[config.mk]
export PLATFORM = sky130hd
export DESIGN_NAME = wb_mux_n_flat
export DESIGN_NICKNAME = d
export VERILOG_FILES = /design/src/rtl/wb_mux_n_if.sv /design/src/rtl/wb_mux_n.sv /design/src/flat_wrapper.sv
export SDC_FILE = /design/constraint.sdc
export NUM_CORES = 1
export LEC_CHECK = 0
export ABC_AREA = 1
export BUFFER_PORTS_ARGS = -buffer_cell sky130_fd_sc_hd__buf_2
export CORE_AREA = 2 2 226 228
export CTS_CLUSTER_SIZE = 24
export DETAILED_ROUTE_END_ITERATION = 6
export DIE_AREA = 0 0 228 230
export GPL_TIMING_DRIVEN = 0
export PLACE_DENSITY = 0.48
export SYNTH_ARGS = -nofsm -noshare
export SYNTH_HDL_FRONTEND = slang
export SYNTH_SLANG_ARGS = --single-unit
export TNS_END_PERCENT = 1
[constraint.sdc]
create_clock -name i_clk -period 2.3 [get_ports i_clk]
set_input_delay 0.46 -clock i_clk [delete_from_list [all_inputs] [get_ports i_clk]]
set_output_delay 0.46 -clock i_clk [all_outputs]
set_load 0.03 [all_outputs]
[src/rtl/wb_mux_n_if.sv]
// Wishbone bundle between one master, the wb_mux_n decoder and its NUM_SLAVES peripherals.
// The slave modport is the mux's view; the master modport is the surrounding master plus peripherals.
interface wb_mux_n_if #(
  parameter int NUM_SLAVES = 4,
  parameter int DATA_WIDTH = 32,
  parameter int ADDR_WIDTH = 32,
  parameter int SEL_WIDTH  = DATA_WIDTH / 8
);
  // upstream master side
  logic [ADDR_WIDTH-1:0]            wbm_adr_i;
  logic [DATA_WIDTH-1:0]            wbm_dat_i;
  logic [DATA_WIDTH-1:0]            wbm_dat_o;
  logic                             wbm_we_i;
  logic [SEL_WIDTH-1:0]             wbm_sel_i;
  logic                             wbm_stb_i;
  logic                             wbm_cyc_i;
  logic                             wbm_ack_o;
  logic                             wbm_err_o;

  // downstream peripheral side
  logic [ADDR_WIDTH-1:0]            wbs_adr_o;
  logic [DATA_WIDTH-1:0]            wbs_dat_o;
  logic                             wbs_we_o;
  logic [SEL_WIDTH-1:0]             wbs_sel_o;
  logic [NUM_SLAVES-1:0]            wbs_stb_o;
  logic [NUM_SLAVES-1:0]            wbs_cyc_o;
  logic [NUM_SLAVES*DATA_WIDTH-1:0] wbs_dat_i;
  logic [NUM_SLAVES-1:0]            wbs_ack_i;
  logic [NUM_SLAVES-1:0]            wbs_err_i;

  modport slave (
    input  wbm_adr_i, wbm_dat_i, wbm_we_i, wbm_sel_i, wbm_stb_i, wbm_cyc_i,
    output wbm_dat_o, wbm_ack_o, wbm_err_o,
    output wbs_adr_o, wbs_dat_o, wbs_we_o, wbs_sel_o, wbs_stb_o, wbs_cyc_o,
    input  wbs_dat_i, wbs_ack_i, wbs_err_i
  );

  modport master (
    output wbm_adr_i, wbm_dat_i, wbm_we_i, wbm_sel_i, wbm_stb_i, wbm_cyc_i,
    input  wbm_dat_o, wbm_ack_o, wbm_err_o,
    input  wbs_adr_o, wbs_dat_o, wbs_we_o, wbs_sel_o, wbs_stb_o, wbs_cyc_o,
    output wbs_dat_i, wbs_ack_i, wbs_err_i
  );
endinterface

[src/rtl/wb_mux_n.sv]
// N-port Wishbone address decoder/mux with registered select, decode error, cycle abort and status.
// Optional bus timeout is enabled by defining WB_MUX_TIMEOUT_EN.
module wb_mux_n #(
  parameter int NUM_SLAVES     = 4,
  parameter int DATA_WIDTH     = 32,
  parameter int ADDR_WIDTH     = 32,
  parameter int SEL_WIDTH      = DATA_WIDTH / 8,
  parameter int TIMEOUT_CYCLES = 255
) (
  input  logic                                             i_clk,
  input  logic                                             i_rst_n,
  wb_mux_n_if.slave                                        bus,
  input  logic [NUM_SLAVES*ADDR_WIDTH-1:0]                 i_slv_addr,
  input  logic [NUM_SLAVES*ADDR_WIDTH-1:0]                 i_slv_mask,
  output logic                                             o_busy,
  output logic [((NUM_SLAVES > 1) ? $clog2(NUM_SLAVES) : 1)-1:0] o_sel_idx,
  output logic                                             o_timeout
);

  localparam int IDX_W = (NUM_SLAVES > 1) ? $clog2(NUM_SLAVES) : 1;

  if (NUM_SLAVES < 1 || NUM_SLAVES > 16) begin : g_bad_num_slaves
    $error("wb_mux_n: NUM_SLAVES must be in 1..16");
  end
  if (SEL_WIDTH != DATA_WIDTH / 8) begin : g_bad_sel_width
    $error("wb_mux_n: SEL_WIDTH must equal DATA_WIDTH/8");
  end
  if (TIMEOUT_CYCLES < 1) begin : g_bad_timeout
    $error("wb_mux_n: TIMEOUT_CYCLES must be at least 1");
  end

  typedef enum logic [1:0] {
    S_IDLE   = 2'd0,
    S_ACTIVE = 2'd1,
    S_RESP   = 2'd2
  } state_t;

  state_t                state_q,  state_d;
  logic [IDX_W-1:0]      idx_q,    idx_d;
  logic [ADDR_WIDTH-1:0] adr_q,    adr_d;
  logic [DATA_WIDTH-1:0] wdat_q,   wdat_d;
  logic                  we_q,     we_d;
  logic [SEL_WIDTH-1:0]  sel_q,    sel_d;
  logic [NUM_SLAVES-1:0] stb_q,    stb_d;
  logic                  ack_q,    ack_d;
  logic                  err_q,    err_d;
  logic [DATA_WIDTH-1:0] rdata_q,  rdata_d;

`ifdef WB_MUX_TIMEOUT_EN
  localparam int              CNT_W    = $clog2(TIMEOUT_CYCLES + 1);
  localparam logic [CNT_W-1:0] CNT_LAST = CNT_W'(TIMEOUT_CYCLES - 1);

  logic [CNT_W-1:0] cnt_q, cnt_d;
  logic             timeout_q, timeout_d;
`endif

  // Address decode: scanning from the top down leaves the lowest matching index in place.
  logic                  hit;
  logic [IDX_W-1:0]      hit_idx;
  logic [NUM_SLAVES-1:0] hit_onehot;

  always_comb begin
    // NOTE: every signal assigned in always_comb gets a default first, so no path can infer a latch.
    hit        = 1'b0;
    hit_idx    = '0;
    hit_onehot = '0;
    for (int k = NUM_SLAVES - 1; k >= 0; k--) begin
      if (((bus.wbm_adr_i ^ i_slv_addr[k*ADDR_WIDTH +: ADDR_WIDTH])
           & i_slv_mask[k*ADDR_WIDTH +: ADDR_WIDTH]) == '0) begin
        hit           = 1'b1;
        hit_idx       = IDX_W'(k);
        hit_onehot    = '0;
        hit_onehot[k] = 1'b1;
      end
    end
  end

  // Response of the currently selected slave; everything from other ports is ignored.
  logic                  ack_sel;
  logic                  err_sel;
  logic [DATA_WIDTH-1:0] rdata_sel;

  always_comb begin
    ack_sel   = 1'b0;
    err_sel   = 1'b0;
    rdata_sel = '0;
    for (int k = 0; k < NUM_SLAVES; k++) begin
      if (idx_q == IDX_W'(k)) begin
        ack_sel   = bus.wbs_ack_i[k];
        err_sel   = bus.wbs_err_i[k];
        rdata_sel = bus.wbs_dat_i[k*DATA_WIDTH +: DATA_WIDTH];
      end
    end
  end

  always_comb begin
    state_d = state_q;
    idx_d   = idx_q;
    adr_d   = adr_q;
    wdat_d  = wdat_q;
    we_d    = we_q;
    sel_d   = sel_q;
    stb_d   = stb_q;
    ack_d   = 1'b0;
    err_d   = 1'b0;
    rdata_d = rdata_q;
`ifdef WB_MUX_TIMEOUT_EN
    cnt_d     = cnt_q;
    timeout_d = timeout_q;
`endif

    unique case (state_q)
      S_IDLE: begin
        if (bus.wbm_cyc_i && bus.wbm_stb_i) begin
          if (hit) begin
            idx_d   = hit_idx;
            adr_d   = bus.wbm_adr_i;
            wdat_d  = bus.wbm_dat_i;
            we_d    = bus.wbm_we_i;
            sel_d   = bus.wbm_sel_i;
            stb_d   = hit_onehot;
            state_d = S_ACTIVE;
`ifdef WB_MUX_TIMEOUT_EN
            cnt_d   = '0;
`endif
          end else begin
            err_d   = 1'b1;
            state_d = S_RESP;
          end
        end
      end

      S_ACTIVE: begin
        // A dropped cycle wins over any response arriving in the same clock.
        if (!bus.wbm_cyc_i) begin
          stb_d   = '0;
          state_d = S_IDLE;
        end else if (err_sel) begin
          stb_d   = '0;
          err_d   = 1'b1;
          state_d = S_RESP;
        end else if (ack_sel) begin
          stb_d   = '0;
          ack_d   = 1'b1;
          state_d = S_RESP;
          if (!we_q) begin
            rdata_d = rdata_sel;
          end
        end
`ifdef WB_MUX_TIMEOUT_EN
        else if (cnt_q == CNT_LAST) begin
          stb_d     = '0;
          err_d     = 1'b1;
          timeout_d = 1'b1;
          cnt_d     = cnt_q + CNT_W'(1);
          state_d   = S_RESP;
        end else begin
          cnt_d = cnt_q + CNT_W'(1);
        end
`endif
      end

      S_RESP: begin
        state_d = S_IDLE;
      end

      default: begin
        stb_d   = '0;
        state_d = S_IDLE;
      end
    endcase
  end

  always_ff @(posedge i_clk or negedge i_rst_n) begin
    if (!i_rst_n) begin
      state_q <= S_IDLE;
      idx_q   <= '0;
      adr_q   <= '0;
      wdat_q  <= '0;
      we_q    <= 1'b0;
      sel_q   <= '0;
      stb_q   <= '0;
      ack_q   <= 1'b0;
      err_q   <= 1'b0;
      rdata_q <= '0;
    end else begin
      // NOTE: non-blocking assignments here so every flop samples the pre-edge value of its _d.
      state_q <= state_d;
      idx_q   <= idx_d;
      adr_q   <= adr_d;
      wdat_q  <= wdat_d;
      we_q    <= we_d;
      sel_q   <= sel_d;
      stb_q   <= stb_d;
      ack_q   <= ack_d;
      err_q   <= err_d;
      rdata_q <= rdata_d;
    end
  end

`ifdef WB_MUX_TIMEOUT_EN
  always_ff @(posedge i_clk or negedge i_rst_n) begin
    if (!i_rst_n) begin
      cnt_q     <= '0;
      timeout_q <= 1'b0;
    end else begin
      cnt_q     <= cnt_d;
      timeout_q <= timeout_d;
    end
  end

  assign o_timeout = timeout_q;
`else
  assign o_timeout = 1'b0;
`endif

  assign bus.wbm_dat_o = rdata_q;
  assign bus.wbm_ack_o = ack_q;
  assign bus.wbm_err_o = err_q;

  assign bus.wbs_adr_o = adr_q;
  assign bus.wbs_dat_o = wdat_q;
  assign bus.wbs_we_o  = we_q;
  assign bus.wbs_sel_o = sel_q;
  assign bus.wbs_stb_o = stb_q;
  assign bus.wbs_cyc_o = stb_q;

  assign o_busy    = (state_q != S_IDLE);
  assign o_sel_idx = idx_q;

endmodule

[src/flat_wrapper.sv]
// flat-port wrapper written by rule: the top's interface ports become plain ports
module wb_mux_n_flat 
#(
  parameter int NUM_SLAVES     = 4,
  parameter int DATA_WIDTH     = 32,
  parameter int ADDR_WIDTH     = 32,
  parameter int SEL_WIDTH      = DATA_WIDTH / 8,
  parameter int TIMEOUT_CYCLES = 255
)
  (i_clk, i_rst_n, i_slv_addr, i_slv_mask, o_busy, o_sel_idx, o_timeout, bus_wbm_adr_i, bus_wbm_dat_i, bus_wbm_we_i, bus_wbm_sel_i, bus_wbm_stb_i, bus_wbm_cyc_i, bus_wbm_dat_o, bus_wbm_ack_o, bus_wbm_err_o, bus_wbs_adr_o, bus_wbs_dat_o, bus_wbs_we_o, bus_wbs_sel_o, bus_wbs_stb_o, bus_wbs_cyc_o, bus_wbs_dat_i, bus_wbs_ack_i, bus_wbs_err_i);
  wb_mux_n_if #(.NUM_SLAVES(NUM_SLAVES), .DATA_WIDTH(DATA_WIDTH), .ADDR_WIDTH(ADDR_WIDTH), .SEL_WIDTH(SEL_WIDTH)) bus_i ();
  input  logic i_clk;
  input  logic i_rst_n;
  input  logic [NUM_SLAVES*ADDR_WIDTH-1:0] i_slv_addr;
  input  logic [NUM_SLAVES*ADDR_WIDTH-1:0] i_slv_mask;
  output logic o_busy;
  output logic [((NUM_SLAVES > 1) ? $clog2(NUM_SLAVES) : 1)-1:0] o_sel_idx;
  output logic o_timeout;
  input wire logic [$bits(bus_i.wbm_adr_i)-1:0] bus_wbm_adr_i;
  input wire logic [$bits(bus_i.wbm_dat_i)-1:0] bus_wbm_dat_i;
  input wire logic [$bits(bus_i.wbm_we_i)-1:0] bus_wbm_we_i;
  input wire logic [$bits(bus_i.wbm_sel_i)-1:0] bus_wbm_sel_i;
  input wire logic [$bits(bus_i.wbm_stb_i)-1:0] bus_wbm_stb_i;
  input wire logic [$bits(bus_i.wbm_cyc_i)-1:0] bus_wbm_cyc_i;
  output wire logic [$bits(bus_i.wbm_dat_o)-1:0] bus_wbm_dat_o;
  output wire logic [$bits(bus_i.wbm_ack_o)-1:0] bus_wbm_ack_o;
  output wire logic [$bits(bus_i.wbm_err_o)-1:0] bus_wbm_err_o;
  output wire logic [$bits(bus_i.wbs_adr_o)-1:0] bus_wbs_adr_o;
  output wire logic [$bits(bus_i.wbs_dat_o)-1:0] bus_wbs_dat_o;
  output wire logic [$bits(bus_i.wbs_we_o)-1:0] bus_wbs_we_o;
  output wire logic [$bits(bus_i.wbs_sel_o)-1:0] bus_wbs_sel_o;
  output wire logic [$bits(bus_i.wbs_stb_o)-1:0] bus_wbs_stb_o;
  output wire logic [$bits(bus_i.wbs_cyc_o)-1:0] bus_wbs_cyc_o;
  input wire logic [$bits(bus_i.wbs_dat_i)-1:0] bus_wbs_dat_i;
  input wire logic [$bits(bus_i.wbs_ack_i)-1:0] bus_wbs_ack_i;
  input wire logic [$bits(bus_i.wbs_err_i)-1:0] bus_wbs_err_i;
  assign bus_i.wbm_adr_i = bus_wbm_adr_i;
  assign bus_i.wbm_dat_i = bus_wbm_dat_i;
  assign bus_i.wbm_we_i = bus_wbm_we_i;
  assign bus_i.wbm_sel_i = bus_wbm_sel_i;
  assign bus_i.wbm_stb_i = bus_wbm_stb_i;
  assign bus_i.wbm_cyc_i = bus_wbm_cyc_i;
  assign bus_wbm_dat_o = bus_i.wbm_dat_o;
  assign bus_wbm_ack_o = bus_i.wbm_ack_o;
  assign bus_wbm_err_o = bus_i.wbm_err_o;
  assign bus_wbs_adr_o = bus_i.wbs_adr_o;
  assign bus_wbs_dat_o = bus_i.wbs_dat_o;
  assign bus_wbs_we_o = bus_i.wbs_we_o;
  assign bus_wbs_sel_o = bus_i.wbs_sel_o;
  assign bus_wbs_stb_o = bus_i.wbs_stb_o;
  assign bus_wbs_cyc_o = bus_i.wbs_cyc_o;
  assign bus_i.wbs_dat_i = bus_wbs_dat_i;
  assign bus_i.wbs_ack_i = bus_wbs_ack_i;
  assign bus_i.wbs_err_i = bus_wbs_err_i;
  wb_mux_n #(.NUM_SLAVES(NUM_SLAVES), .DATA_WIDTH(DATA_WIDTH), .ADDR_WIDTH(ADDR_WIDTH), .SEL_WIDTH(SEL_WIDTH), .TIMEOUT_CYCLES(TIMEOUT_CYCLES)) u_core (.i_clk(i_clk), .i_rst_n(i_rst_n), .bus(bus_i), .i_slv_addr(i_slv_addr), .i_slv_mask(i_slv_mask), .o_busy(o_busy), .o_sel_idx(o_sel_idx), .o_timeout(o_timeout));
endmodule
==> out/qor.yml <==
ff2ff_path_depth: 8
postSynthAreaPerCell_sq_um: 6.02
crit_type: "in2reg"
start_util_pct: 16.2
post_route_cells_drive_above_1_share_pct: 35.0
row_count: 82
final_util_pct: 24.6
critical_path_arrival_ns: 2.45
power.ir.vdd_worst_uv: 321
cts.reportedPaths.clkPinSlew_ns: 0.09
unrepaired_setup_endpoints_after_global_routing: "no"
layout_overhead_on_the_synthesized_area_pct: 51.9
fin_crit_ns: 2.14
synthesis.area_sq_mm: 0.00807
drtIter0Drc: 630
cts_root_buffer: "clkbuf_16"
endpoint_kind: "register"
gp_routability_congestion: 0.949
cts_tree: "built"
setup.worst_path.start_class: "primary input"
number_of_nets_in_the_synthesized_netlist: 1806
insertion_delay_ns: 0.37
worst-endpoint-required_ns: 2.62
number_of_enable_flip_flop_cells_after_synthesis: 0
timing.final.ws_setup_ns: 0.163
drt-total-wl_mm: 46.5
avgViaCountPerCell: 4.13
worst-path-max-fanout: 10
max_clock_freq_mhz: 468
cts.sinks: 111
grt_antenna_before_repair: 9
r2r-start: "u_core.o_sel_idx[1]$_DFFE_PN0P_"
io_buffer_count: 570
postLayoutCellArea_sq_mm: 0.0123
pwr_density_cell_mw_per_mm2: 403
synth_warnings: 0
report.final.slew_viol_count: 0
num-nets-final: 2394
detailroute.via_count: 10790
final.setup_skew_ns: 0.0103
total_leakage_power_nw: 7.29
track_usage_pct: 17.4
hold_viol: 0
worst_slack_after_detailed_placement_ns: -0.580
maxCapViolCount: 0
max-slew-margin-rel_pct: 55.2
run_status: "completed"
cts_made_buffers: 9
totalNegativeSetupSlack_ns: 0
fp.dieArea_sq_mm: 0.0524
place_area_sq_mm: 0.0118
reg2reg_setup_slack_ns: 0.21
grt_start_max_net_pins: 57
die-width_um: 228
cts_hold_repair.buffers: 0
num_io_pins: 580
dp.final_hpwl_mm: 40.3
tightest_slew_ns: 0.672
grt_pass1_vias: 10769
detail-route-antenna-nets: 0
globalRoute.totalOverflow: 0
drc: 0
ys_async_sr_fraction_pct: 100
synth_ff_type: "dfrtp_1"
drt_pass1_iterations: 5
destination_of_the_worst_register_to_register_timing_path: "u_core.bus.wbm_dat_o[11]$_DFFE_PN0P_"
route.detailed.wl_per_inst_um: 17.8
ys_seq_elements: 111
synth.lib_cells_used.distinct: 23
layout_worst_path_cycle_share_pct: 92.9
floorplan.core_area_sq_mm: 0.0499
min-delay-path-class: "in2async"
die-height_um: 230
worst_setup_path_start: "bus_wbm_adr_i[31]"
synth-seq-area-share_pct: 34.4
totalPowerFinal_mw: 4.94
final_setup_violation_count: 0
netlist_instances: 1341
cts_buffer_depth: 2
grt_pass1_wl_mm: 67.4
htree_num_levels: 3
how the worst max path moves through the flow:
stage                                           endpoint  slack (ns)  depth (start not counted)
finish               u_core.bus.wbs_dat_o[3]$_DFFE_PN0P_        0.16                         17
global route         u_core.bus.wbs_sel_o[3]$_DFFE_PN0P_       0.002                         16
CTS                 u_core.bus.wbs_adr_o[19]$_DFFE_PN0P_       -0.12                         16
detailed placement  u_core.bus.wbs_adr_o[19]$_DFFE_PN0P_       -0.58                         16
global placement    u_core.bus.wbs_adr_o[19]$_DFFE_PN0P_       -0.79                          1
floorplan                u_core.o_sel_idx[1]$_DFFE_PN0P_        0.33                         15
Yosys cell counts, types with 9 or more instances:
cell	n	area share, %
nand2_1	624	29
nand3_1	196	12
inv_1	153	7.1
dfrtp_1	111	34
nor2_1	65	3.0
nand4_1	43	3.3
o21ai_1	31	1.9
or2_2	25	1.9
or2_1	20	1.5
clkbuf_1	19	0.88
buf_2	16	0.99
buf_6	9	1.3
through the flow:
step,std cells,hold slack [ns]
global placement,2583,0.453
CTS,2603,0.0414
finish,2611,0.0231
floorplan,1341,0.164
detailed placement,2584,0.453
global route,2609,0.0541
cell usage in the layout, fill, tap and decap left out, types with 2 or more instances in the layout:
| cell type | instances |
|---|---|
| nand2_1 | 621 |
| buf_2 | 580 |
| nand3_1 | 195 |
| inv_1 | 152 |
| dfrtp_1 | 110 |
| nor2_1 | 54 |
| nand4_1 | 43 |
| o21ai_1 | 31 |
| or2_2 | 25 |
| or2_1 | 20 |
| clkbuf_1 | 18 |
| buf_4 | 14 |
| nor2_2 | 10 |
| buf_6 | 10 |
| clkbuf_16 | 9 |
| o21ai_0 | 8 |
| diode_2 | 5 |
| clkbuf_4 | 5 |
| nor2_4 | 4 |
| nand2_2 | 3 |
| inv_2 | 2 |
| nand2_8 | 2 |
| inv_8 | 2 |
| clkinv_4 | 2 |
timing repair:
action / 4_1_cts / 5_1_grt
resized for setup: 2 / 28
cloned: 0 / 0
buffers inserted: 3 / 3
setup endpoints to repair: 102 / 109
pin swaps: 1 / 1
where the power goes:
part / switching (mW) / internal (mW)
Combinational: 0.786 / 0.514
Sequential: 0.00732 / 1.96
Clock: 0.886 / 0.785
flip-flops by register name (all words and copies together) (netlist names), 2 cells and up:
name / flops
u_core.bus.wbs_dat_o: 32
u_core.bus.wbs_cyc_o: 4
u_core.bus.wbs_adr_o: 32
u_core.bus.wbm_dat_o: 32
u_core.state_q: 2
u_core.o_sel_idx: 2
u_core.bus.wbs_sel_o: 4
final cells by class:
class                   instances  area [sq um]
fillers                      5772         37600
flip-flops and latches        111          2780
inverters                     155           586
clock buffers                   9           225
repair buffers                577          2930
diodes                          5          12.5
plain buffers                  52           324
multi-input cells            1023          4480
clock inverters                 7          81.3
well taps                     672           841
metal layers:
| metal | part of all wire (%) | wire length (um) | vias up | GRT usage (%) |
|---|---|---|---|---|
| met1 | 40 | 18600 | 4847 | 19.4 |
| met5 | 0.026 | 12 | - | 0 |
| li1 | - | - | 5357 | - |
| met3 | 7.4 | 3420 | 80 | 4.49 |
| met4 | 4.6 | 2150 | 2 | 8.48 |
| met2 | 48 | 22400 | 504 | 30.7 |
critical path: stages:
cell and delay, ns:
clkbuf_4 0.21, clkinvlp_4 0.12, buf_4 0.14, nand2_1 0.05
nand3_1 0.12, nand2_1 0.07, nor2_1 0.10, nand3_1 0.11
nor2_2 0.16, nand2_2 0.13, nand2_1 0.09, inv_1 0.10
nand2_8 0.14, buf_6 0.15, buf_6 0.14, nand3_1 0.07
nand2_1 0.09
cell families after synthesis:
| logic type | after synthesis | share of synthesized area (%) |
|---|---|---|
| and+or+nand+nor | 981 | 51.9 |
| buffers and inverters | 207 | 11.1 |
| DFF | 111 | 34.4 |
| AOI/OAI and AO/OA | 41 | 2.56 |
| other | 1 | 0.0464 |
No activity file was read; power rests on OpenSTA's default activity.
